<file path="src/rtl/fp_special_encoder.sv">
// fp_special_encoder
//   Packs FP ALU result fields and a result class into an IEEE-754 single
//   precision word through a two-stage valid/ready pipeline. It maps the
//   zero/inf/NaN classes and exponent over/underflow to canonical bit patterns,
//   and it keeps sticky exception flags and a count of emitted words.
// Ports
//   clk, rst            clock (rising edge), asynchronous active-high reset
//   in_valid/in_ready   input handshake (in_ready is combinational)
//   in_sign/in_kind     result sign, class (00 normal, 01 zero, 10 inf, 11 NaN)
//   in_exp              signed 10-bit biased exponent, not yet range checked
//   in_frac             fraction field without the hidden bit
//   out_valid/out_ready output handshake
//   out_data/out_flags  packed word and {invalid, overflow, underflow}
//   clr_sticky          synchronous clear of the sticky flags
//   sticky              accumulated {invalid, overflow, underflow}
//   res_count           number of words accepted downstream (wraps)
module fp_special_encoder #(
  parameter logic [22:0] QNAN_FRAC = 23'h400000,
  parameter bit          SAT_OVF   = 1'b0,
  parameter int unsigned CNT_W     = 16
) (
  input  logic             clk,
  input  logic             rst,
  input  logic             in_valid,
  output logic             in_ready,
  input  logic             in_sign,
  input  logic [1:0]       in_kind,
  input  logic [9:0]       in_exp,
  input  logic [22:0]      in_frac,
  output logic             out_valid,
  input  logic             out_ready,
  output logic [31:0]      out_data,
  output logic [2:0]       out_flags,
  input  logic             clr_sticky,
  output logic [2:0]       sticky,
  output logic [CNT_W-1:0] res_count
);

  localparam int unsigned EXP_W  = 8;
  localparam int unsigned FRAC_W = 23;
  localparam int unsigned FLG_W  = 3;

  typedef enum logic [1:0] {
    KIND_NORM = 2'b00,
    KIND_ZERO = 2'b01,
    KIND_INF  = 2'b10,
    KIND_NAN  = 2'b11
  } kind_e;

  logic              s1_valid_q, s1_valid_d;
  logic              s1_sign_q,  s1_sign_d;
  kind_e             s1_kind_q,  s1_kind_d;
  logic [EXP_W-1:0]  s1_exp_q,   s1_exp_d;
  logic [FRAC_W-1:0] s1_frac_q,  s1_frac_d;
  logic              s1_ovf_q,   s1_ovf_d;
  logic              s1_unf_q,   s1_unf_d;

  logic              s2_valid_q, s2_valid_d;
  logic [31:0]       s2_data_q,  s2_data_d;
  logic [FLG_W-1:0]  s2_flags_q, s2_flags_d;

  logic [FLG_W-1:0]  sticky_q,    sticky_d;
  logic [CNT_W-1:0]  res_count_q, res_count_d;

  logic              s1_adv, s2_adv, out_xfer;
  logic [31:0]       enc_word;
  logic [FLG_W-1:0]  enc_flags;

  // Pipeline advance conditions; S1 can refill in the same cycle S2 drains.
  assign s2_adv   = ~s2_valid_q | out_ready;
  assign s1_adv   = ~s1_valid_q | s2_adv;
  assign in_ready = s1_adv & ~rst;
  assign out_xfer = s2_valid_q & out_ready;

  // Stage 1: capture fields and classify the exponent range on the signed value.
  always_comb begin
    s1_valid_d = s1_valid_q;
    s1_sign_d  = s1_sign_q;
    s1_kind_d  = s1_kind_q;
    s1_exp_d   = s1_exp_q;
    s1_frac_d  = s1_frac_q;
    s1_ovf_d   = s1_ovf_q;
    s1_unf_d   = s1_unf_q;
    if (s1_adv) begin
      s1_valid_d = in_valid;
      if (in_valid) begin
        s1_sign_d = in_sign;
        s1_kind_d = kind_e'(in_kind);
        s1_exp_d  = in_exp[EXP_W-1:0];
        s1_frac_d = in_frac;
        s1_ovf_d  = (in_kind == KIND_NORM) && ($signed(in_exp) >= 10'sd255);
        s1_unf_d  = (in_kind == KIND_NORM) && ($signed(in_exp) <= 10'sd0);
      end
    end
  end

  // Canonical encoding of the stage-1 beat.
  always_comb begin
    enc_word  = '0;
    enc_flags = '0;
    unique case (s1_kind_q)
      KIND_ZERO: enc_word = {s1_sign_q, 31'b0};
      KIND_INF:  enc_word = {s1_sign_q, 8'hFF, 23'b0};
      KIND_NAN: begin
        enc_word  = {1'b0, 8'hFF, QNAN_FRAC};
        enc_flags = 3'b100;
      end
      default: begin
        if (s1_ovf_q) begin
          enc_word  = SAT_OVF ? {s1_sign_q, 8'hFE, 23'h7FFFFF}
                              : {s1_sign_q, 8'hFF, 23'b0};
          enc_flags = 3'b010;
        end else if (s1_unf_q) begin
          // Flush to signed zero; subnormals are never produced.
          enc_word  = {s1_sign_q, 31'b0};
          enc_flags = 3'b001;
        end else begin
          enc_word  = {s1_sign_q, s1_exp_q, s1_frac_q};
        end
      end
    endcase
  end

  // Stage 2: output register, held while stalled.
  always_comb begin
    s2_valid_d = s2_valid_q;
    s2_data_d  = s2_data_q;
    s2_flags_d = s2_flags_q;
    if (s2_adv) begin
      s2_valid_d = s1_valid_q;
      if (s1_valid_q) begin
        s2_data_d  = enc_word;
        s2_flags_d = enc_flags;
      end
    end
  end

  // Sticky flags and counter; a transfer's flags survive a coincident clear.
  always_comb begin
    sticky_d    = clr_sticky ? '0 : sticky_q;
    res_count_d = res_count_q;
    if (out_xfer) begin
      sticky_d    = sticky_d | s2_flags_q;
      res_count_d = res_count_q + CNT_W'(1);
    end
  end

  always_ff @(posedge clk or posedge rst) begin
    if (rst) begin
      s1_valid_q  <= 1'b0;
      s1_sign_q   <= 1'b0;
      s1_kind_q   <= KIND_NORM;
      s1_exp_q    <= '0;
      s1_frac_q   <= '0;
      s1_ovf_q    <= 1'b0;
      s1_unf_q    <= 1'b0;
      s2_valid_q  <= 1'b0;
      s2_data_q   <= '0;
      s2_flags_q  <= '0;
      sticky_q    <= '0;
      res_count_q <= '0;
    end else begin
      s1_valid_q  <= s1_valid_d;
      s1_sign_q   <= s1_sign_d;
      s1_kind_q   <= s1_kind_d;
      s1_exp_q    <= s1_exp_d;
      s1_frac_q   <= s1_frac_d;
      s1_ovf_q    <= s1_ovf_d;
      s1_unf_q    <= s1_unf_d;
      s2_valid_q  <= s2_valid_d;
      s2_data_q   <= s2_data_d;
      s2_flags_q  <= s2_flags_d;
      sticky_q    <= sticky_d;
      res_count_q <= res_count_d;
    end
  end

  assign out_valid = s2_valid_q;
  assign out_data  = s2_data_q;
  assign out_flags = s2_flags_q;
  assign sticky    = sticky_q;
  assign res_count = res_count_q;

endmodule

</file>
<file path="config.mk">
export PLATFORM = sky130hd
export DESIGN_NAME = fp_special_encoder
export DESIGN_NICKNAME = d
export VERILOG_FILES = /design/src/rtl/fp_special_encoder.sv
export SDC_FILE = /design/constraint.sdc
export NUM_CORES = 1
export LEC_CHECK = 0
export CORE_MARGIN = 5
export CORE_UTILIZATION = 30
export DETAILED_ROUTE_END_ITERATION = 10
export MAX_ROUTING_LAYER = met4
export PLACE_DENSITY = 0.61
export SYNTH_ARGS = -nofsm -noshare
export SYNTH_HDL_FRONTEND = slang
export SYNTH_SLANG_ARGS = --single-unit
</file>
<file path="constraint.sdc">
create_clock -name clk -period 5.95 [get_ports clk]
set_input_delay 1.785 -clock clk [delete_from_list [all_inputs] [get_ports clk]]
set_output_delay 1.785 -clock clk [all_outputs]
set_load 0.005 [all_outputs]
</file>
==> results of run 1 <==
-- area by class of cell --
type | instances | area share
sequential | 92 | 0.446
multi-input combinational | 214 | 0.259
timing repair buffer | 101 | 0.194
clock buffer | 12 | 0.0497
tap | 168 | 0.0407
clock inverter | 2 | 0.00679
inverter | 5 | 0.00412
-- critical path, delay by kind of cell --
family / cells / cell delay (ps)
buf+inv: 2 / 1040
simple gates: 2 / 310
-- how the worst max path moves through the flow --
| stage | depth (start not counted) | endpoint | slack, ps |
|---|---|---|---|
| 6_report | 4 | in_ready | 1030 |
| 5_1_grt | 4 | in_ready | 990 |
| 4_1_cts | 4 | in_ready | 1030 |
| 3_5_place_dp | 4 | in_ready | 1030 |
| 3_3_place_gp | 4 | in_ready | 1050 |
| 2_1_floorplan | 2 | in_ready | 140 |
-- where the power goes --
group,internal [W],switching [W]
Sequential,0.000721,0.0000734
Clock,0.000343,0.000224
Combinational,0.000198,0.000135
-- per-layer routing --
metal	vias to the layer above	global-route usage	wire length, µm
met5	-	-	0
met4	0	0.0546	171
met3	14	0.0322	425
met2	68	0.199	4000
met1	1277	0.163	4040
li1	1277	-	-
-- synth_stat cells --
cell type,number
nor3_1,2
buf_4,3
nor3_4,1
nor4_4,1
dfrtp_1,92
xor2_1,2
nand3b_4,1
nor2b_1,1
xnor2_1,13
nor2_1,15
inv_1,5
o21ai_0,6
or3_4,1
a21oi_1,8
nor4_1,1
nand2_1,75
nor3_2,2
nand3b_1,1
nand4_1,7
and2_1,3
and3_1,2
mux2_2,34
nand2_4,1
o31ai_2,1
ha_1,1
a31oi_1,2
buf_2,9
nand2b_1,3
nand3_1,29
nor2_2,1
-- per-stage QoR --
step | hold slack [ps] | cells | total power (W) | setup slack (ps) | util
final | 464 | 594 | 0.00169 | 1030 | 0.426
after CTS | 469 | 594 | 0.00172 | 1030 | 0.426
after global placement | 454 | 580 | 0.00114 | 1050 | 0.402
after detailed placement | 459 | 580 | 0.00115 | 1030 | 0.402
after floorplan | 461 | 323 | 0.000946 | 137 | -
after global routing | 483 | 594 | 0.00179 | 992 | 0.426
-- cell families (layout without fill, tap and decap cells) --
family	Yosys count	after routing
AO/OA/AOI/OAI	17	17
XOR/XNOR	15	15
adder cells (fa/ha/maj)	1	1
buffers and inverters	17	120
flip-flops	92	92
multiplexers	34	34
AND/OR/NAND/NOR	147	147
-- sequential cells by signal, summed over array words and instances (netlist names) --
| register | count |
|---|---|
| s1_unf_q | 1 |
| sticky | 3 |
| out_flags | 3 |
| s1_valid_q | 1 |
| s1_ovf_q | 1 |
| s1_sign_q | 1 |
| s1_kind_q | 2 |
| out_valid | 1 |
| out_data | 32 |
| res_count | 16 |
| s1_exp_q | 8 |
| s1_frac_q | 23 |
==> results.cfg, run 1 <==
[min_path]
worstHoldEndpoint = out_data[5]
worstHoldStart = out_data[5]
min_path_cells = 2
hp-class = register to register

[synthesis]
yosys.area_share.simple = 0.192
yosysWarnings = 0
seq_area_frac_synth = 0.618
synth_compound_area_frac = 0.0255
yosys.area.top_type = dfrtp_1
syn_nets = 365
synthMuxAreaShare = 0.103
synth_top_family_by_area = simple AND/OR/NAND/NOR gates
synth.area.top_cells = dfrtp_1 (62%), mux2_2 (10%), nand2_1 (7.6%), nand3_1 (3.9%), xnor2_1 (3.1%)
ys_ff_latch = 92
synthCells = 323
ys_types = 30
synthAdderAreaFrac = 0.00336
synthesis.area_um2 = 3720
synth_top_area_share = 0.618
synth_area_per_cell_um2 = 11.5
synth-xor-area-share = 0.0353

[cells_and_area]
fin_nets = 465
regArea_um2 = 2300
multi_input_area_um2 = 1340
final_cell_mix = clkdlybuf4s50_1 (96), dfrtp_1 (92), nand2_1 (75)
nFillCells = 1206
diodes = 0
final_area_um2 = 5160
layout_commonest_cell = clkdlybuf4s50_1
final_layout_size_suffix_gt1_frac = 0.146
area_growth_pct = 38.5

[power]
power_leakage_nw = 2.24
ir_worst_vdd_v = 0.000154
p_per_area_nw_per_um2 = 328

[timing]
finClkSkew_ps = 6.81
final-setup-viol-count = 0
tightest_slew_ps = 591
slew_headroom = 0.606
finalHoldViolations = 0
period_minus_slack_ps = 4920
maxSlewViolCount = 0
fin_tns_setup_ps = 0
period_share = 0.827
fmaxAchievable_mhz = 203
rsz0062_at_grt = false

[critical_path]
slowest_stage = clkdlybuf4s50_1
rr_startpoint = out_valid
worst_r2r_path_depth = 5
reg2reg_slack_ps = 4240
cp-start-kind = input port
max_stage_delay_ps = 540
worstPathArrival_ps = 3140
path_common_cell = clkdlybuf4s50_1
cp-end-kind = output port
critPathKind = input port to output port
critPathLaunch = out_ready
crit_required_ps = 4160
cp_cell_sequence = clkdlybuf4s50_1 -> nand3b_4 -> and2_1 -> clkdlybuf4s50_1
critPathMaxFanout = 5
rr_endpoint = out_data[25]

[place]
portBuffers = 96
gp_congestion = 0.754
post-dp-hpwl_mm = 5.95
post_dp_cell_area_um2 = 4870

[clock_network]
clk_pin_slew_ps = 60
clock_sinks = 92
numCtsBuffers = 9
cts_tree = done
hold_buffers = 0
cts_htree_levels = 3
clk_path_buf_depth = 2
post_cts_buffers = 0
cts_resized = 0
clk_latency_ps = 340
root_buffer = clkbuf_16

[floorplan]
die_h_um = 121
rows = 40
die-area_um2 = 14700
die_w_um = 121
core_area_um2 = 12100
start_util = 0.307
io_pins = 97

[routing]
firstDrtPassIters = 4
routed_via_density = 4.44
vias = 2636
drt-wirelength-per-cell_um = 14.5
drt_iter0_drc = 148
drc = 0
drt_wl_total_mm = 8.63
postRouteAntennaNets = 0

[run]
drv_cap = 0

[grt]
track_usage = 0.129
grt_max_degree = 49
grt_pass1_wl_mm = 14.4
grt_pass1_vias = 2783
antenna_found_initial = 0
grt.overflow.total = 0

[outcome]
status = finished clean
No activity file was read; power rests on OpenSTA's default activity.
==> inputs of run 2 (changes only) <==
--- a/config.mk
+++ b/config.mk
@@ -9,7 +9,7 @@
 export CORE_UTILIZATION = 30
 export DETAILED_ROUTE_END_ITERATION = 10
 export MAX_ROUTING_LAYER = met4
-export PLACE_DENSITY = 0.61
+export PLACE_DENSITY = 0.63
 export SYNTH_ARGS = -nofsm -noshare
 export SYNTH_HDL_FRONTEND = slang
 export SYNTH_SLANG_ARGS = --single-unit
==> constraint.sdc (replaced) <==
create_clock -name clk -period 4.25 [get_ports clk]
set_input_delay 1.275 -clock clk [delete_from_list [all_inputs] [get_ports clk]]
set_output_delay 1.275 -clock clk [all_outputs]
set_load 0.005 [all_outputs]
==> results.cfg, run 2 (synthesis gave the netlist of run 1 again) <==
[place]
post-place-ws_ps = 363
gp_congestion = 0.733
portBuffers = 96
post-dp-hpwl_mm = 5.92

[min_path]
hp-class = register to register

[critical_path]
cp-start-kind = input port
crit_end = in_ready
worstPathArrival_ps = 2600
rr_startpoint = out_valid
worst_r2r_path_depth = 4
cp-end-kind = output port
critPathMaxFanout = 5
crit_required_ps = 2970
rr_endpoint = s1_ovf_q
critPathKind = input port to output port
reg2reg_slack_ps = 2610
critPathLaunch = out_ready

[clock_network]
clk_latency_ps = 340
clock_sinks = 92
hold_buffers = 0
clk_path_buf_depth = 2
post_cts_buffers = 0
cts_htree_levels = 3
cts_resized = 0
cts_tree = done
numCtsBuffers = 9
clk_pin_slew_ps = 60
root_buffer = clkbuf_16

[timing]
slew_headroom = 0.601
fmaxAchievable_mhz = 258
maxSlewViolCount = 0
period_minus_slack_ps = 3880
final-setup-viol-count = 0
finalHoldViolations = 0
fin_tns_setup_ps = 0
period_share = 0.912
rsz0062_at_grt = false
fin_ws_ps = 374
finClkSkew_ps = 6.69
tightest_slew_ps = 595

[routing]
firstDrtPassIters = 4
postRouteAntennaNets = 0
drt_iter0_drc = 134
drt-wirelength-per-cell_um = 14.6
drc = 0
drt_wl_total_mm = 8.70
vias = 2678
routed_via_density = 4.51

[floorplan]
rows = 40
core_area_um2 = 12100
die_w_um = 121
io_pins = 97
die_h_um = 121
die-area_um2 = 14700
start_util = 0.307

[grt]
grt_max_degree = 48
grt.overflow.total = 0
track_usage = 0.131
grt_pass1_wl_mm = 14.4
antenna_found_initial = 0
grt_pass1_vias = 2862

[cells_and_area]
nFillCells = 1227
final_layout_size_suffix_gt1_frac = 0.143
final_cell_mix = clkdlybuf4s50_1 (96), dfrtp_1 (92), nand2_1 (75)
fin_nets = 465
utilization = 0.424
layout_commonest_cell = clkdlybuf4s50_1
area_growth_pct = 38.1
largest_reg_flops = 32
diodes = 0

[power]
p_per_area_nw_per_um2 = 456
power_leakage_nw = 2.23
ir_worst_vdd_v = 0.000341

[run]
drv_cap = 0

[outcome]
status = finished clean
[run 2: changes by cell type in the layout (fill, tap and decap cells not counted)]
cell        previous run  this run
clkbuf_1               1         2
clkbuf_8               2         0
clkinv_2               1         2
clkinvlp_4             0         1
inv_4                  1         0
[run 2: through the flow]
step                      total power [W]  area (µm²)  hold WS (ps)  cells
after floorplan                   0.00132        3730           461    323
after global placement            0.00159        4870           456    580
after detailed placement          0.00161        4870           454    580
after CTS                         0.00239        5140           469    594
after global routing              0.00249        5140           498    594
final                             0.00234        5140           465    594
[run 2: worst min path at each step]
stage	startpoint	end	cells after the start
after CTS	out_data[8]	out_data[8]	2
after detailed placement	out_data[8]	out_data[8]	2
after global routing	out_data[7]	out_data[7]	2
after floorplan	s1_frac_q[0]	out_data[0]	2
final	out_data[8]	out_data[8]	2
after global placement	out_data[15]	out_data[15]	2
[run 2: routing by layer]
| layer | track usage | vias to the layer above | share of wire |
|---|---|---|---|
| li1 | - | 1285 | - |
| met2 | 0.210 | 79 | 0.49 |
| met1 | 0.151 | 1304 | 0.44 |
| met5 | - | - | 0 |
| met3 | 0.0573 | 10 | 0.064 |
| met4 | 0.0364 | 0 | 0.0083 |
[run 2: power by group]
part	leakage, nW	switching (W)	total [W]	internal [W]
clock	0.135	0.000316	0.000764	0.000448
sequential	1.15	0.000103	0.00111	0.00101
combinational	0.949	0.000191	0.000468	0.000277
[run 2: final cells by class]
cell class | instances | area, µm² | share of cell area
inverter | 5 | 22.5 | 0.00438
tap | 168 | 210 | 0.0409
clock buffer | 11 | 233 | 0.0453
clock inverter | 3 | 40.0 | 0.00779
multi-input combinational | 214 | 1340 | 0.260
sequential | 92 | 2300 | 0.448
timing repair buffer | 101 | 998 | 0.194
[run 2: critical path, cell delays in order]
cell and delay [ps]:
clkdlybuf4s50_1 530, nand3b_4 180, and2_1 130, clkdlybuf4s50_1 490
==> inputs of run 3 (changes only) <==
--- a/config.mk
+++ b/config.mk
@@ -9,7 +9,7 @@
 export CORE_UTILIZATION = 30
 export DETAILED_ROUTE_END_ITERATION = 10
 export MAX_ROUTING_LAYER = met4
-export PLACE_DENSITY = 0.63
+export PLACE_DENSITY_LB_ADDON = 0.2
 export SYNTH_ARGS = -nofsm -noshare
 export SYNTH_HDL_FRONTEND = slang
 export SYNTH_SLANG_ARGS = --single-unit
==> results.cfg, run 3 (synthesis gave the netlist of run 1 again) <==
[grt]
top_usage_layer = met2
grt_max_degree = 65
antenna_found_initial = 0
grt_util_met2 = 0.199
gr-usage-met3 = 0.0396
grt_pass1_wl_mm = 14.3
grt_use_met1 = 0.159
track_usage = 0.130
grt.overflow.total = 0
grt_pass1_vias = 2747

[routing]
drt_iter0_drc = 114
postRouteAntennaNets = 0
routed_via_density = 4.44
drt_wl_total_mm = 8.60
drc = 0
firstDrtPassIters = 4
drt-wirelength-per-cell_um = 14.5
vias = 2640

[timing]
finClkSkew_ps = 3.22
fmaxAchievable_mhz = 257
period_minus_slack_ps = 3890
final-setup-viol-count = 0
rsz0062_at_grt = false
finalHoldViolations = 0
slew_headroom = 0.454
period_share = 0.915
maxSlewViolCount = 0
tightest_slew_ps = 820

[clock_network]
root_buffer = clkbuf_16
clk_pin_slew_ps = 60
clk_path_buf_depth = 2
cts_tree = done
cts_htree_levels = 3
clk_latency_ps = 340
clock_sinks = 92
cts_resized = 0
post_cts_buffers = 0
numCtsBuffers = 9
hold_buffers = 0

[power]
ir_worst_vdd_v = 0.000149
power.total_w = 0.00242
power_leakage_nw = 2.24
p_per_area_nw_per_um2 = 467

[critical_path]
critPathKind = input port to output port
cp-start-kind = input port
cp-end-kind = output port
worstPathArrival_ps = 2610
critPathMaxFanout = 5
rr_startpoint = out_valid
critPathLaunch = out_ready
crit_required_ps = 2970

[place]
gp_congestion = 0.704
portBuffers = 96
dp.cells = 580
post-dp-hpwl_mm = 5.80

[floorplan]
core_area_um2 = 12100
start_util = 0.307
io_pins = 97
die_h_um = 121
rows = 40
die_w_um = 121
die-area_um2 = 14700

[cells_and_area]
layout_commonest_cell = clkdlybuf4s50_1
diodes = 0
area_growth_pct = 39.0
finish.cell_count_without_fillers = 594
utilization = 0.427
final_cell_mix = clkdlybuf4s50_1 (96), dfrtp_1 (92), nand2_1 (75)
largest_reg_flops = 32
final_layout_size_suffix_gt1_frac = 0.143
fin_nets = 465

[outcome]
status = finished clean

[min_path]
hp-class = register to register
worstHoldStart = out_data[3]

[run]
drv_cap = 0
==> run 3: cell types whose count changed in the layout (fill, tap and decap cells not counted), sizes merged <==
cell,previous run,this run
bufinv,1,2
clkbuf,11,12
clkinv,2,0
==> run 3: area by class of cell <==
class                   count  area [µm²]
fillers                  1228        6940
clock inverters             2        60.1
well taps                 168         210
clock buffers              12         246
repair buffers            101         998
flip-flops and latches     92        2300
inverters                   5        22.5
multi-input cells         214        1340
==> run 3: power breakdown <==
group	switching (W)	internal, W
clock network	0.000316	0.000525
logic	0.000189	0.000277
registers	0.000102	0.00101
total	0.000607	0.00181
==> run 3: worst max-delay path, cell delays in order <==
cell and delay, ps:
clkdlybuf4s50_1 540, nand3b_4 180, and2_1 130, clkdlybuf4s50_1 490
==> run 3: path summary, 6_finish.rpt <==
check,end,slack [ps],depth (start not counted)
worst max-delay path,in_ready,360,4
worst min-delay path,out_data[3],470,2
worst max register to register,s1_ovf_q,2620,4
worst min register to register,out_data[3],470,2
max in group asynchronous,out_data[23],1710,4
min in group asynchronous,res_count[2],1390,3
==> run 3: metrics by stage <==
| step | TNS, ps | area, µm² | setup slack [ps] | hold WS (ps) |
|---|---|---|---|---|
| floorplan | -3.99 | 3730 | -3.99 | 461 |
| global placement | 0 | 4870 | 373 | 452 |
| detailed placement | 0 | 4870 | 364 | 459 |
| CTS | 0 | 5170 | 346 | 472 |
| global route | 0 | 5170 | 300 | 501 |
| finish | 0 | 5170 | 361 | 465 |
==> run 3: routing by layer <==
| metal | wire length [µm] | up-vias |
|---|---|---|
| met1 | 3810 | 1283 |
| li1 | - | 1280 |
| met2 | 4090 | 64 |
| met5 | 0 | - |
| met3 | 486 | 13 |
| met4 | 208 | 0 |
